==> src/rtl/ps2_init_sequencer.sv <==
// ============================================================================
//  Module   : ps2_init_sequencer
//  Brief    : PS/2 mouse init sequencer (reset, BAT/ID, sample rate, stream
//             enable) with retry/timeouts, plus 3-byte movement packet framer.
//  Revision : 1.0
// ============================================================================
`default_nettype none

module ps2_init_sequencer #(
  parameter int SAMPLE_RATE = 100,
  parameter int ACK_TIMEOUT = 1_000_000,
  parameter int BAT_TIMEOUT = 40_000_000,
  parameter int PKT_GAP     = 100_000,
  parameter int MAX_RETRY   = 3
) (
  input  logic       CLOCK_50,
  input  logic       reset_n,
  input  logic       start,
  output logic       tx_valid,
  output logic [7:0] tx_byte,
  input  logic       tx_ready,
  input  logic       tx_error,
  input  logic       rx_valid,
  input  logic [7:0] rx_byte,
  output logic       busy,
  output logic       ready,
  output logic       error,
  output logic [2:0] err_code,
  output logic       pkt_valid,
  output logic [2:0] pkt_buttons,
  output logic [8:0] pkt_dx,
  output logic [8:0] pkt_dy,
  output logic [1:0] pkt_ovf
);

  localparam int TMAX_CYC = (ACK_TIMEOUT > BAT_TIMEOUT) ? ACK_TIMEOUT : BAT_TIMEOUT;
  localparam int TW       = $clog2(TMAX_CYC + 1);
  localparam int GW       = $clog2(PKT_GAP + 1);
  localparam int RW       = $clog2(MAX_RETRY + 2);

  localparam logic [TW-1:0] ACK_LIM   = TW'(ACK_TIMEOUT);
  localparam logic [TW-1:0] BAT_LIM   = TW'(BAT_TIMEOUT);
  localparam logic [GW-1:0] GAP_LIM   = GW'(PKT_GAP);
  localparam logic [RW-1:0] RETRY_MAX = RW'(MAX_RETRY);
  localparam logic [7:0]    RATE_BYTE = 8'(SAMPLE_RATE);

  typedef enum logic [2:0] {
    IDLE     = 3'd0,
    SEND     = 3'd1,
    WAIT_ACK = 3'd2,
    WAIT_BAT = 3'd3,
    WAIT_ID  = 3'd4,
    RUN      = 3'd5,
    ERROR    = 3'd6
  } state_t;

  state_t        state_q, state_d;
  logic [1:0]    step_q, step_d;
  logic [RW-1:0] retry_q, retry_d;
  logic [TW-1:0] timer_q, timer_d, timer_inc;
  logic [GW-1:0] gap_q, gap_d;
  logic          error_q, error_d;
  logic [2:0]    err_code_q, err_code_d;
  logic [1:0]    idx_q, idx_d, idx_eff;
  logic [7:0]    b0_q, b0_d, b1_q, b1_d;
  logic          pkt_valid_q, pkt_valid_d;
  logic [2:0]    pkt_buttons_q, pkt_buttons_d;
  logic [8:0]    pkt_dx_q, pkt_dx_d, pkt_dy_q, pkt_dy_d;
  logic [1:0]    pkt_ovf_q, pkt_ovf_d;
  logic          fail;
  logic [2:0]    fail_code;
  logic [7:0]    rom_byte;

  always_comb begin
    case (step_q)
      2'd0:    rom_byte = 8'hFF;
      2'd1:    rom_byte = 8'hF3;
      2'd2:    rom_byte = RATE_BYTE;
      default: rom_byte = 8'hF4;
    endcase
  end

  assign timer_inc = (timer_q == {TW{1'b1}}) ? timer_q : timer_q + 1'b1;
  // A partially received packet is abandoned once the inter-byte gap expires.
  assign idx_eff   = (idx_q != 2'd0 && gap_q >= GAP_LIM) ? 2'd0 : idx_q;

  always_comb begin
    state_d       = state_q;
    step_d        = step_q;
    retry_d       = retry_q;
    timer_d       = timer_q;
    gap_d         = gap_q;
    error_d       = error_q;
    err_code_d    = err_code_q;
    idx_d         = idx_q;
    b0_d          = b0_q;
    b1_d          = b1_q;
    pkt_valid_d   = 1'b0;
    pkt_buttons_d = pkt_buttons_q;
    pkt_dx_d      = pkt_dx_q;
    pkt_dy_d      = pkt_dy_q;
    pkt_ovf_d     = pkt_ovf_q;
    fail          = 1'b0;
    fail_code     = 3'd0;

    case (state_q)
      SEND: begin
        if (tx_error) begin
          fail = 1'b1; fail_code = 3'd4;
        end else if (tx_ready) begin
          state_d = WAIT_ACK;
          timer_d = '0;
        end
      end
      WAIT_ACK: begin
        timer_d = timer_inc;
        if (tx_error) begin
          fail = 1'b1; fail_code = 3'd4;
        end else if (rx_valid) begin
          if (rx_byte == 8'hFA) begin
            if (step_q == 2'd0) begin
              state_d = WAIT_BAT;
              timer_d = '0;
            end else if (step_q == 2'd3) begin
              state_d = RUN;
              idx_d   = 2'd0;
              gap_d   = '0;
            end else begin
              state_d = SEND;
              step_d  = step_q + 2'd1;
            end
          end else if (rx_byte == 8'hFE && retry_q < RETRY_MAX) begin
            state_d = SEND;
            retry_d = retry_q + 1'b1;
          end else begin
            fail = 1'b1; fail_code = 3'd2;
          end
        end else if (timer_q >= ACK_LIM) begin
          fail = 1'b1; fail_code = 3'd1;
        end
      end
      WAIT_BAT: begin
        timer_d = timer_inc;
        if (tx_error) begin
          fail = 1'b1; fail_code = 3'd4;
        end else if (rx_valid) begin
          if (rx_byte == 8'hAA) begin
            state_d = WAIT_ID;
            timer_d = '0;
          end else begin
            fail = 1'b1; fail_code = (rx_byte == 8'hFC) ? 3'd3 : 3'd2;
          end
        end else if (timer_q >= BAT_LIM) begin
          fail = 1'b1; fail_code = 3'd5;
        end
      end
      WAIT_ID: begin
        timer_d = timer_inc;
        if (tx_error) begin
          fail = 1'b1; fail_code = 3'd4;
        end else if (rx_valid) begin
          if (rx_byte == 8'h00) begin
            state_d = SEND;
            step_d  = 2'd1;
          end else begin
            fail = 1'b1; fail_code = 3'd2;
          end
        end else if (timer_q >= ACK_LIM) begin
          fail = 1'b1; fail_code = 3'd1;
        end
      end
      RUN: begin
        idx_d = idx_eff;
        gap_d = (idx_eff == 2'd0) ? '0 : ((gap_q == {GW{1'b1}}) ? gap_q : gap_q + 1'b1);
        if (rx_valid) begin
          gap_d = '0;
          case (idx_eff)
            2'd0: begin
              if (rx_byte[3]) begin
                b0_d  = rx_byte;
                idx_d = 2'd1;
              end
            end
            2'd1: begin
              b1_d  = rx_byte;
              idx_d = 2'd2;
            end
            default: begin
              pkt_valid_d   = 1'b1;
              pkt_buttons_d = b0_q[2:0];
              pkt_dx_d      = {b0_q[4], b1_q};
              pkt_dy_d      = {b0_q[5], rx_byte};
              pkt_ovf_d     = b0_q[7:6];
              idx_d         = 2'd0;
            end
          endcase
        end
      end
      default: ;
    endcase

    if (fail) begin
      if (retry_q < RETRY_MAX) begin
        retry_d = retry_q + 1'b1;
        step_d  = 2'd0;
        state_d = SEND;
      end else begin
        state_d    = ERROR;
        error_d    = 1'b1;
        err_code_d = fail_code;
      end
    end

    // Restart overrides everything, including a byte arriving this cycle.
    if (start) begin
      state_d    = SEND;
      step_d     = 2'd0;
      retry_d    = '0;
      timer_d    = '0;
      error_d    = 1'b0;
      err_code_d = 3'd0;
      idx_d      = 2'd0;
      gap_d      = '0;
    end
  end

  always_ff @(posedge CLOCK_50 or negedge reset_n) begin
    if (!reset_n) begin
      state_q       <= IDLE;
      step_q        <= 2'd0;
      retry_q       <= '0;
      timer_q       <= '0;
      gap_q         <= '0;
      error_q       <= 1'b0;
      err_code_q    <= 3'd0;
      idx_q         <= 2'd0;
      b0_q          <= 8'h00;
      b1_q          <= 8'h00;
      pkt_valid_q   <= 1'b0;
      pkt_buttons_q <= 3'd0;
      pkt_dx_q      <= 9'd0;
      pkt_dy_q      <= 9'd0;
      pkt_ovf_q     <= 2'd0;
    end else begin
      state_q       <= state_d;
      step_q        <= step_d;
      retry_q       <= retry_d;
      timer_q       <= timer_d;
      gap_q         <= gap_d;
      error_q       <= error_d;
      err_code_q    <= err_code_d;
      idx_q         <= idx_d;
      b0_q          <= b0_d;
      b1_q          <= b1_d;
      pkt_valid_q   <= pkt_valid_d;
      pkt_buttons_q <= pkt_buttons_d;
      pkt_dx_q      <= pkt_dx_d;
      pkt_dy_q      <= pkt_dy_d;
      pkt_ovf_q     <= pkt_ovf_d;
    end
  end

  assign tx_valid    = (state_q == SEND);
  assign tx_byte     = (state_q == SEND) ? rom_byte : 8'h00;
  assign busy        = (state_q == SEND) || (state_q == WAIT_ACK) ||
                       (state_q == WAIT_BAT) || (state_q == WAIT_ID);
  assign ready       = (state_q == RUN);
  assign error       = error_q;
  assign err_code    = err_code_q;
  assign pkt_valid   = pkt_valid_q;
  assign pkt_buttons = pkt_buttons_q;
  assign pkt_dx      = pkt_dx_q;
  assign pkt_dy      = pkt_dy_q;
  assign pkt_ovf     = pkt_ovf_q;

endmodule

`default_nettype wire

==> config.mk <==
export PLATFORM = sky130hd
export DESIGN_NAME = ps2_init_sequencer
export DESIGN_NICKNAME = d
export VERILOG_FILES = /design/src/rtl/ps2_init_sequencer.sv
export SDC_FILE = /design/constraint.sdc
export NUM_CORES = 1
export LEC_CHECK = 0
export ABC_AREA = 1
export ABC_CLOCK_PERIOD_IN_PS = 2810
export BUFFER_PORTS_ARGS = -buffer_cell sky130_fd_sc_hd__buf_2
export CORE_UTILIZATION = 30
export CTS_BUF_LIST = sky130_fd_sc_hd__clkbuf_8
export CTS_CLUSTER_SIZE = 20
export DETAILED_ROUTE_END_ITERATION = 10
export PLACE_DENSITY = 0.56
export SYNTH_ARGS = -nofsm -noshare
export SYNTH_HDL_FRONTEND = slang
export SYNTH_SLANG_ARGS = --single-unit
==> constraint.sdc <==
create_clock -name CLOCK_50 -period 2.81 [get_ports CLOCK_50]
set_input_delay 0.1405 -clock CLOCK_50 [delete_from_list [all_inputs] [get_ports CLOCK_50]]
set_output_delay 0.1405 -clock CLOCK_50 [all_outputs]
set_load 0.005 [all_outputs]
== Word level (Yosys, flattened, before mapping) ==
Index checks and enable logic that the tools add are counted.
Widths: inputs -> output; s select.

* $add $sub $neg: 4
* $mul: 0
* Div/mod/pow operators: 0
* Order comparisons: 4
* Equal/unequal tests: 35
* Shift operators: 0
* Multiplexer cells: 111
* Bitwise logic cells: 1
* Reduce and logical (&&, ||, !) cells: 22

{| class="wikitable"
|+ Operators with widths
! operator !! count
|-
| $mux 26 || 11
|-
| $mux 17 || 9
|-
| $mux 3 || 36
|-
| $pmux 26 s4 || 1
|-
| $mux 2 || 24
|-
| $pmux 17 s2 || 1
|-
| $eq 8x8->1 const B || 4
|-
| $ne 4x4->1 const B || 8
|-
| $add 26x1->26 const B || 1
|-
| $eq 26x26->1 const B || 1
|-
| $ge 26x20->1 const B || 1
|-
| $ge 26x26->1 const B || 1
|-
| $pmux 3 s4 || 2
|-
| $pmux 8 s3 || 1
|-
| $mux 1 || 21
|-
| $ne 3x3->1 const B || 6
|-
| $add 17x1->17 const B || 1
|-
| $eq 17x17->1 const B || 1
|-
| $ge 17x17->1 const B || 1
|-
| $pmux 2 s2 || 3
|-
| $reduce_and 12->1 || 1
|-
| $ne 5x5->1 const B || 2
|-
| $reduce_and 3->1 || 3
|-
| $logic_not 8->1 || 1
|-
| other kinds (27) || 36
|}

* Flip-flop bits (word level): 97
* Bits in latches: 0
* Memory bits (writable): 0
* ROM bits: 0
* Input bits: 14
* Logic and storage cells: 192
* Memories: 0

== Logic depth before layout (Yosys ltp) ==
Gate-level depths: netlist of run 1.

* Depth after elaboration: 10
* Depth in mapped cells: 15

== Worst setup path after synthesis of run 1 ==
Ideal clock, no wire load.

* Path kind: register -> register
* Start point: reg gap_q[0]
* End point: reg gap_q[10]
* Library setup time: 0.122 ns
* Data arrival time: 1.812 ns
* Data required time: 2.688 ns
* Slack: 0.876 ns
* Stages on the path, launching flop included: 13
* Path buffers: 1
* Path through: dfrtp_1 -> ha_1 -> nand2_1 -> nor2_1 -> nand3_1 -> nor2_1 -> nand3_1 -> nor2_1 -> ha_1 -> nand2_1 -> nand2_2 -> buf_4 -> o21ai_1

* Word-level cells in the longest chain between the ends: 8
* Elaborated cells on any way between the ends: 13
* Classes of those cells: add/sub (1); order compare (1); eq/ne (2); mux (6); reduce/logical (3)

{| class="wikitable"
|+ Ends and longest elaborated chain
! element !! RTL line !! RTL
|-
| from (decl) || 61 || <nowiki>logic [GW-1:0] gap_q, gap_d;</nowiki>
|-
| from (signal assigned) || 249 || <nowiki>gap_q <= gap_d;</nowiki>
|-
| $ge 17x17->1 || 85 || <nowiki>assign idx_eff = (idx_q != 2'd0 && gap_q >= GAP_LIM) ? 2'd0 : idx_q;</nowiki>
|-
| $logic_and 1x1->1 || 85 ||
|-
| $mux 2 || 85 ||
|-
| $logic_not 2->1 || 174 || <nowiki>gap_d = (idx_eff == 2'd0) ? '0 : ((gap_q == {GW{1'b1}}) ? gap_q : gap_q + 1'b1);</nowiki>
|-
| $mux 17 || 174 ||
|-
| $mux 17 || 175 || <nowiki>if (rx_valid) begin</nowiki>
|-
| $pmux 17 s2 || 106 || <nowiki>case (state_q)</nowiki>
|-
| $mux 17 || 215 || <nowiki>if (start) begin</nowiki>
|}

Parallel ways exist; a longest one is shown, timed or not. The select of a mux whose other input is x is not followed.
A chain may end at the register's enable or synchronous reset.

== Worst setup path after layout of run 1 ==
* Start point: reg gap_q[0]
* End point: reg gap_q[8]

Same word-level chain as after synthesis.

==> impl_metrics.tcl, run 1 <==
set metrics [dict create \
    finalHoldViolations 0 \
    p_total_w 0.003764 \
    min_path_type "in -> reg" \
    cpPeakStageDelay_ns 0.41 \
    clk_pin_slew_worst_paths_ns 0.11 \
    wirelength_um 14310 \
    grt_use_met1 0.2179 \
    synth_ff_type "dfrtp_1" \
    grt_overflow_total 0 \
    critical_path_class "reg -> reg" \
    r2r_setup_slack_ns 0.45 \
    path_delay_family "simple AND/OR/NAND/NOR gates" \
    dieArea_um2 19620 \
    critPathArrivalTime_ns 2.62 \
    maxCapViolations 0 \
    crit_path_end_kind "flip-flop" \
    fin_cells 1081 \
    status "finished, final reports clean" \
    ant_nets 0 \
    netlist_area_um2 5719 \
    critPathSlowestCell "dfrtp_1" \
    hold_depth 3 \
    cts_buffers 9 \
    fin_area_um2 6417 \
    p_per_area_nw_per_um2 586.5 \
    whs_endpoint "b1_q[4]$_DFFE_PN0P_" \
    ys_types 45 \
    r2r_end "gap_q[8]$_DFFE_PN0P_" \
    fin_util 0.3431 \
    rsz0062_at_grt "false" \
    synthCells 792 \
    start_util 0.3058 \
    num_io_pins 53 \
    post_cts_buffers 0 \
    setup_tns_ns 0 \
    drive_gt1_frac 0.1395 \
    vias 5122 \
    grt_start_max_net_pins 66 \
    cp_max_fo 25 \
    cts_resized 0 \
    viasPerCell 4.738 \
    tightest_slew_ns 0.8451 \
    dp_hpwl_um 10530 \
    busiest_layer "met2" \
    crit_top_cell "nor2_1" \
    crit_required_ns 3.06 \
    synth_seq_cells 96 \
    port_buffers 52 \
    rows 50 \
    cts_root_buf "clkbuf_8" \
    leakagePower_nw 2.994 \
    grt_antenna_before_repair 1 \
    gr-usage-met2 0.2303 \
    path_cells "ha_1 > nand2_1 > nor2_1 > nand3_1 > nor2_1 > nand3_1 > nor2_1 > ha_1 > nand2_1 > nand2_2 > o21ai_0" \
    wl_per_cell_um 13.24 \
    core_area_um2 18710 \
    drc 0 \
    fmax_mhz 423.0 \
    areaGrowthSynthToFinish_pct 12.21 \
    final_common_cell "nand2_1" \
    synth_nets 812 \
    cts_tree "done" \
    place_congestion 0.8677 \
    fin_crit_sh 0.8413 \
    fin_nets 861 \
    place_inst 1060 \
    htreeDepth 3 \
    grt.met3_usage 0.01675 \
    syn_area_per_cell_um2 7.221 \
    ys_async_sr_fraction 1.000 \
    yosysWarnings 0 \
    drt-pass1-iter-count 5 \
    critPathLaunchType "flip-flop" \
    fillCellCount 1960 \
    die_w_um 140.1 \
    die_h_um 140.1 \
    ff2ff_path_depth 11 \
    fin_worst_skew_ns 0.01271 \
    hold_start "rx_byte[4]" \
    synth-edff-count 0 \
    setup_violations 0 \
    clock-sinks 96 \
    insertion_delay_ns 0.38 \
    dr.first_iter.drc_count 289 \
    relSlewSlack 0.4366 \
    crit_buf_inv 0 \
    grt_pass1_vias 4777 \
    r2r-start "gap_q[0]$_DFFE_PN0P_" \
    register_area_um2 2402 \
    irDropWorstVdd_mv 0.2548 \
    clk_path_buf_depth 2 \
    grt_pass1_wl_um 23870 \
    most-common-layout-cells "nand2_1 (211), dfrtp_1 (96), inv_1 (85), nor2_1 (73), nand3_1 (64)" \
    place_area_um2 6181 \
    slew_violations 0 \
    ys_seq_area_frac 0.4200 \
    multi_input_area_um2 2808 \
    grtUsageTotal 0.1528 \
    period_minus_slack_ns 2.364 \
]
final cells by class:
| cell class | count | area share |
|---|---|---|
| Sequential cell | 96 | 0.3743 |
| Clock buffer | 9 | 0.01930 |
| Antenna cell | 1 | 0.0003899 |
| Timing Repair Buffer | 62 | 0.05420 |
| Clock inverter | 7 | 0.01092 |
| Inverter | 98 | 0.05771 |
| Tap cell | 234 | 0.04562 |
| Multi-Input combinational cell | 574 | 0.4375 |
stage by stage:
step,setup slack (ns),hold slack [ns]
floorplan,0.8765,-0.1551
global placement,0.5513,0.3090
detailed placement,0.4607,0.3051
CTS,0.4371,0.007882
global route,0.05070,0.02792
finish,0.4461,0.03222
worst max-delay path by stage:
stage / startpoint / to / slack [ns] / depth (start not counted)
after CTS: gap_q[0]$_DFFE_PN0P_ / gap_q[6]$_DFFE_PN0P_ / 0.44 / 11
after floorplan: gap_q[0]$_DFFE_PN0P_ / gap_q[10]$_DFFE_PN0P_ / 0.88 / 12
after global placement: gap_q[0]$_DFFE_PN0P_ / gap_q[9]$_DFFE_PN0P_ / 0.55 / 11
after global routing: gap_q[0]$_DFFE_PN0P_ / gap_q[8]$_DFFE_PN0P_ / 0.05 / 11
after detailed placement: gap_q[0]$_DFFE_PN0P_ / gap_q[6]$_DFFE_PN0P_ / 0.46 / 11
final: gap_q[0]$_DFFE_PN0P_ / gap_q[8]$_DFFE_PN0P_ / 0.45 / 11
synthesized netlist by cell type, drive strengths merged (3+ instances only):
| cell | count | area (µm²) |
|---|---|---|
| ha | 6 | 75.07 |
| xor2 | 11 | 96.34 |
| o21ai | 85 | 432.9 |
| nor3 | 32 | 181.4 |
| inv | 96 | 362.9 |
| o22ai | 3 | 25.02 |
| nand4 | 17 | 106.4 |
| buf | 15 | 102.6 |
| xnor2 | 3 | 26.28 |
| nand3 | 66 | 340.3 |
| a21oi | 30 | 157.7 |
| nand2 | 220 | 863.3 |
| nor4 | 4 | 25.02 |
| dfrtp | 96 | 2402 |
| clkbuf | 9 | 36.29 |
| nor2 | 83 | 351.6 |
flip-flops by register name, indices dropped and copies added, names as in the netlist:
name	flops
pkt_ovf	2
idx_q	2
retry_q	3
b0_q	7
pkt_dy	9
timer_q	26
gap_q	17
err_code	3
step_q	2
pkt_buttons	3
pkt_valid	1
b1_q	8
pkt_dx	9
state_q	3
error	1
what timing repair did:
action	CTS	global route
setup endpoints to repair	0	0
endpoints found under the hold margin	66	0
hold buffers	4	0
power by group:
group / internal, W / total, W / switching, W
logic: 0.000391 / 0.00123 / 0.000835
clock network: 0.000349 / 0.000920 / 0.000572
registers: 0.00151 / 0.00162 / 0.000104
total: 0.00225 / 0.00376 / 0.00151
logic make-up after synthesis:
kind of cell / after synthesis / synth area share
AND/OR/NAND/NOR: 426 / 0.3321
AO/OA/AOI/OAI: 128 / 0.1243
buffers and inverters: 122 / 0.08904
flip-flops: 96 / 0.4200
XOR/XNOR: 14 / 0.02144
adder cells (fa/ha/maj): 6 / 0.01313
routing by layer:
layer	vias to the layer above	routed length [µm]
met5	-	0
met4	0	345
met3	20	469
met2	114	6053
met1	2318	7440
li1	2670	-
worst register-to-register path, cell delays in order (launching register included):
cell and delay [ns]:
dfrtp_1 0.41, ha_1 0.19, nand2_1 0.06, nor2_1 0.19, nand3_1 0.18, nor2_1 0.19, nand3_1 0.13, nor2_1 0.13
ha_1 0.20, nand2_1 0.07, nand2_2 0.34, o21ai_0 0.16
Power figures use the tool's default switching activity.
==> run 2: changes to the inputs <==
--- a/config.mk
+++ b/config.mk
@@ -6,7 +6,7 @@
 export NUM_CORES = 1
 export LEC_CHECK = 0
 export ABC_AREA = 1
-export ABC_CLOCK_PERIOD_IN_PS = 2810
+export ABC_CLOCK_PERIOD_IN_PS = 2200
 export BUFFER_PORTS_ARGS = -buffer_cell sky130_fd_sc_hd__buf_2
 export CORE_UTILIZATION = 30
 export CTS_BUF_LIST = sky130_fd_sc_hd__clkbuf_8
==> constraint.sdc (replaced) <==
create_clock -name CLOCK_50 -period 2.2 [get_ports CLOCK_50]
set_input_delay 0.11 -clock CLOCK_50 [delete_from_list [all_inputs] [get_ports CLOCK_50]]
set_output_delay 0.11 -clock CLOCK_50 [all_outputs]
set_load 0.005 [all_outputs]
==> run 2 against run 1 <==
Non-clock buffer count increased by 26. Final cell count increased by 2.3%. Largest power group unchanged. Sequential cell count unchanged. Fmax increased by 16%. Critical endpoint is now timer_q[7]$_DFFE_PN0P_. Sequential share of layout area decreased by 1.4 points. Routed wire length increased by 1.9%. Clock power increased by 27%. Global-route usage increased by 0.14 points.
==> impl_metrics.tcl, run 2 (synthesis results as in run 1) <==
set metrics [dict create \
    status "finished, final reports clean" \
    ant_nets 0 \
    clk_pin_slew_worst_paths_ns 0.11 \
    start_util 0.3058 \
    wl_per_cell_um 13.18 \
    fin_util 0.3571 \
    place_area_um2 6326 \
    critPathArrivalTime_ns 2.32 \
    drt-pass1-iter-count 5 \
    finalHoldViolations 0 \
    fin_hold_ws_ns 0.04083 \
    grt_overflow_total 0 \
    worst_slack_ns 0.1640 \
    fin_cells 1106 \
    crit_required_ns 2.48 \
    r2r_setup_slack_ns 0.16 \
    cp_max_fo 7 \
    top_regs "timer_q: 26 flops, gap_q: 17 flops" \
    top_register "timer_q" \
    dp_hpwl_um 10890 \
    leakagePower_nw 3.126 \
    dr.first_iter.drc_count 292 \
    htreeDepth 3 \
    cts_buffers 9 \
    rows 50 \
    grt_antenna_before_repair 0 \
    fmax_mhz 491.2 \
    fin_nets 887 \
    grtUsageTotal 0.1542 \
    fin_area_um2 6679 \
    drive_gt1_frac 0.1755 \
    core_area_um2 18710 \
    maxCapViolations 0 \
    crit_path_end_kind "flip-flop" \
    fin_crit_sh 0.9255 \
    num_io_pins 53 \
    areaGrowthSynthToFinish_pct 16.78 \
    clk_path_buf_depth 2 \
    port_buffers 52 \
    slew_violations 0 \
    drc 0 \
    die_h_um 140.1 \
    cts_root_buf "clkbuf_8" \
    critPathLaunchType "flip-flop" \
    min_path_type "in -> reg" \
    grt_pass1_wl_um 24160 \
    irDropWorstVdd_mv 0.3105 \
    p_per_area_nw_per_um2 739.8 \
    most-common-layout-cells "nand2_1 (209), dfrtp_1 (94), inv_1 (85), nor2_1 (67), nand3_1 (63)" \
    fin_worst_skew_ns 0.01315 \
    grt_pass1_vias 4841 \
    period_minus_slack_ns 2.036 \
    cts_tree "done" \
    wirelength_um 14580 \
    setup_violations 0 \
    largest_register_ffs 26 \
    grt_start_max_net_pins 48 \
    die_w_um 140.1 \
    dieArea_um2 19620 \
    clock-sinks 96 \
    pre_cts_ws_ns 0.1247 \
    tightest_slew_ns 0.6444 \
    vias 5344 \
    critical_path_class "reg -> reg" \
    relSlewSlack 0.5704 \
    antennaDiodeCount 0 \
    insertion_delay_ns 0.39 \
    viasPerCell 4.832 \
    place_congestion 0.8479 \
    final_common_cell "nand2_1" \
    place_inst 1076 \
]
==> run 2: path summary, 6_finish.rpt <==
kind                                               from                      end  depth (start not counted)
worst max-delay path             timer_q[1]$_DFFE_PN0P_   timer_q[7]$_DFFE_PN0P_                         12
worst min-delay path                         rx_byte[3]    pkt_dy[3]$_DFFE_PN0P_                          3
worst max register to register   timer_q[1]$_DFFE_PN0P_   timer_q[7]$_DFFE_PN0P_                         12
worst min register to register  err_code[2]$_DFFE_PN0P_  err_code[2]$_DFFE_PN0P_                          2
max in group asynchronous                       reset_n  timer_q[22]$_DFFE_PN0P_                          3
min in group asynchronous                       reset_n    pkt_dy[4]$_DFFE_PN0P_                          2
==> run 2: repair_timing <==
item | 4_1_cts | 5_1_grt
resized for setup | 0 | 13
hold endpoints to repair | 52 | 0
buffers inserted | 0 | 6
setup endpoints to repair | 0 | 53
hold buffers | 8 | 0
==> run 2: worst max-delay path, stage by stage, from the launching register on <==
cell and delay (ns):
dfrtp_1 0.40, ha_1 0.18, nand2_1 0.08, nor2_2 0.13, nand4_1 0.17, nor2_2 0.16
nand2_1 0.10, nor2_2 0.14, nand2_2 0.11, nand2_4 0.13, buf_4 0.13, o21ai_0 0.06
nor3b_2 0.15
==> run 2: final cells by class <==
type | count | area (µm²)
fillers | 1971 | 12030
multi-input cells | 574 | 2839
flip-flops and latches | 96 | 2405
repair buffers | 88 | 578.1
inverters | 98 | 370.4
well taps | 234 | 292.8
clock buffers | 9 | 123.9
clock inverters | 7 | 70.07
==> run 2: metrics by stage <==
stage	power [W]	TNS (ns)
2_1_floorplan	0.003262	0
3_3_place_gp	0.003765	0
3_5_place_dp	0.003761	0
4_1_cts	0.004969	0
5_1_grt	0.005285	-0.008977
6_report	0.004941	0
==> run 2: layer usage <==
metal,vias up,part of all wire,GRT usage
met2,140,0.43,0.2337
met3,21,0.040,0.01778
li1,2731,-,-
met5,-,0,0
met4,0,0.025,0.06998
met1,2452,0.51,0.2198
==> run 2: where the power goes <==
group          switching [W]  internal, W
Clock               0.000726     0.000449
Combinational        0.00109     0.000605
Sequential          0.000135      0.00193
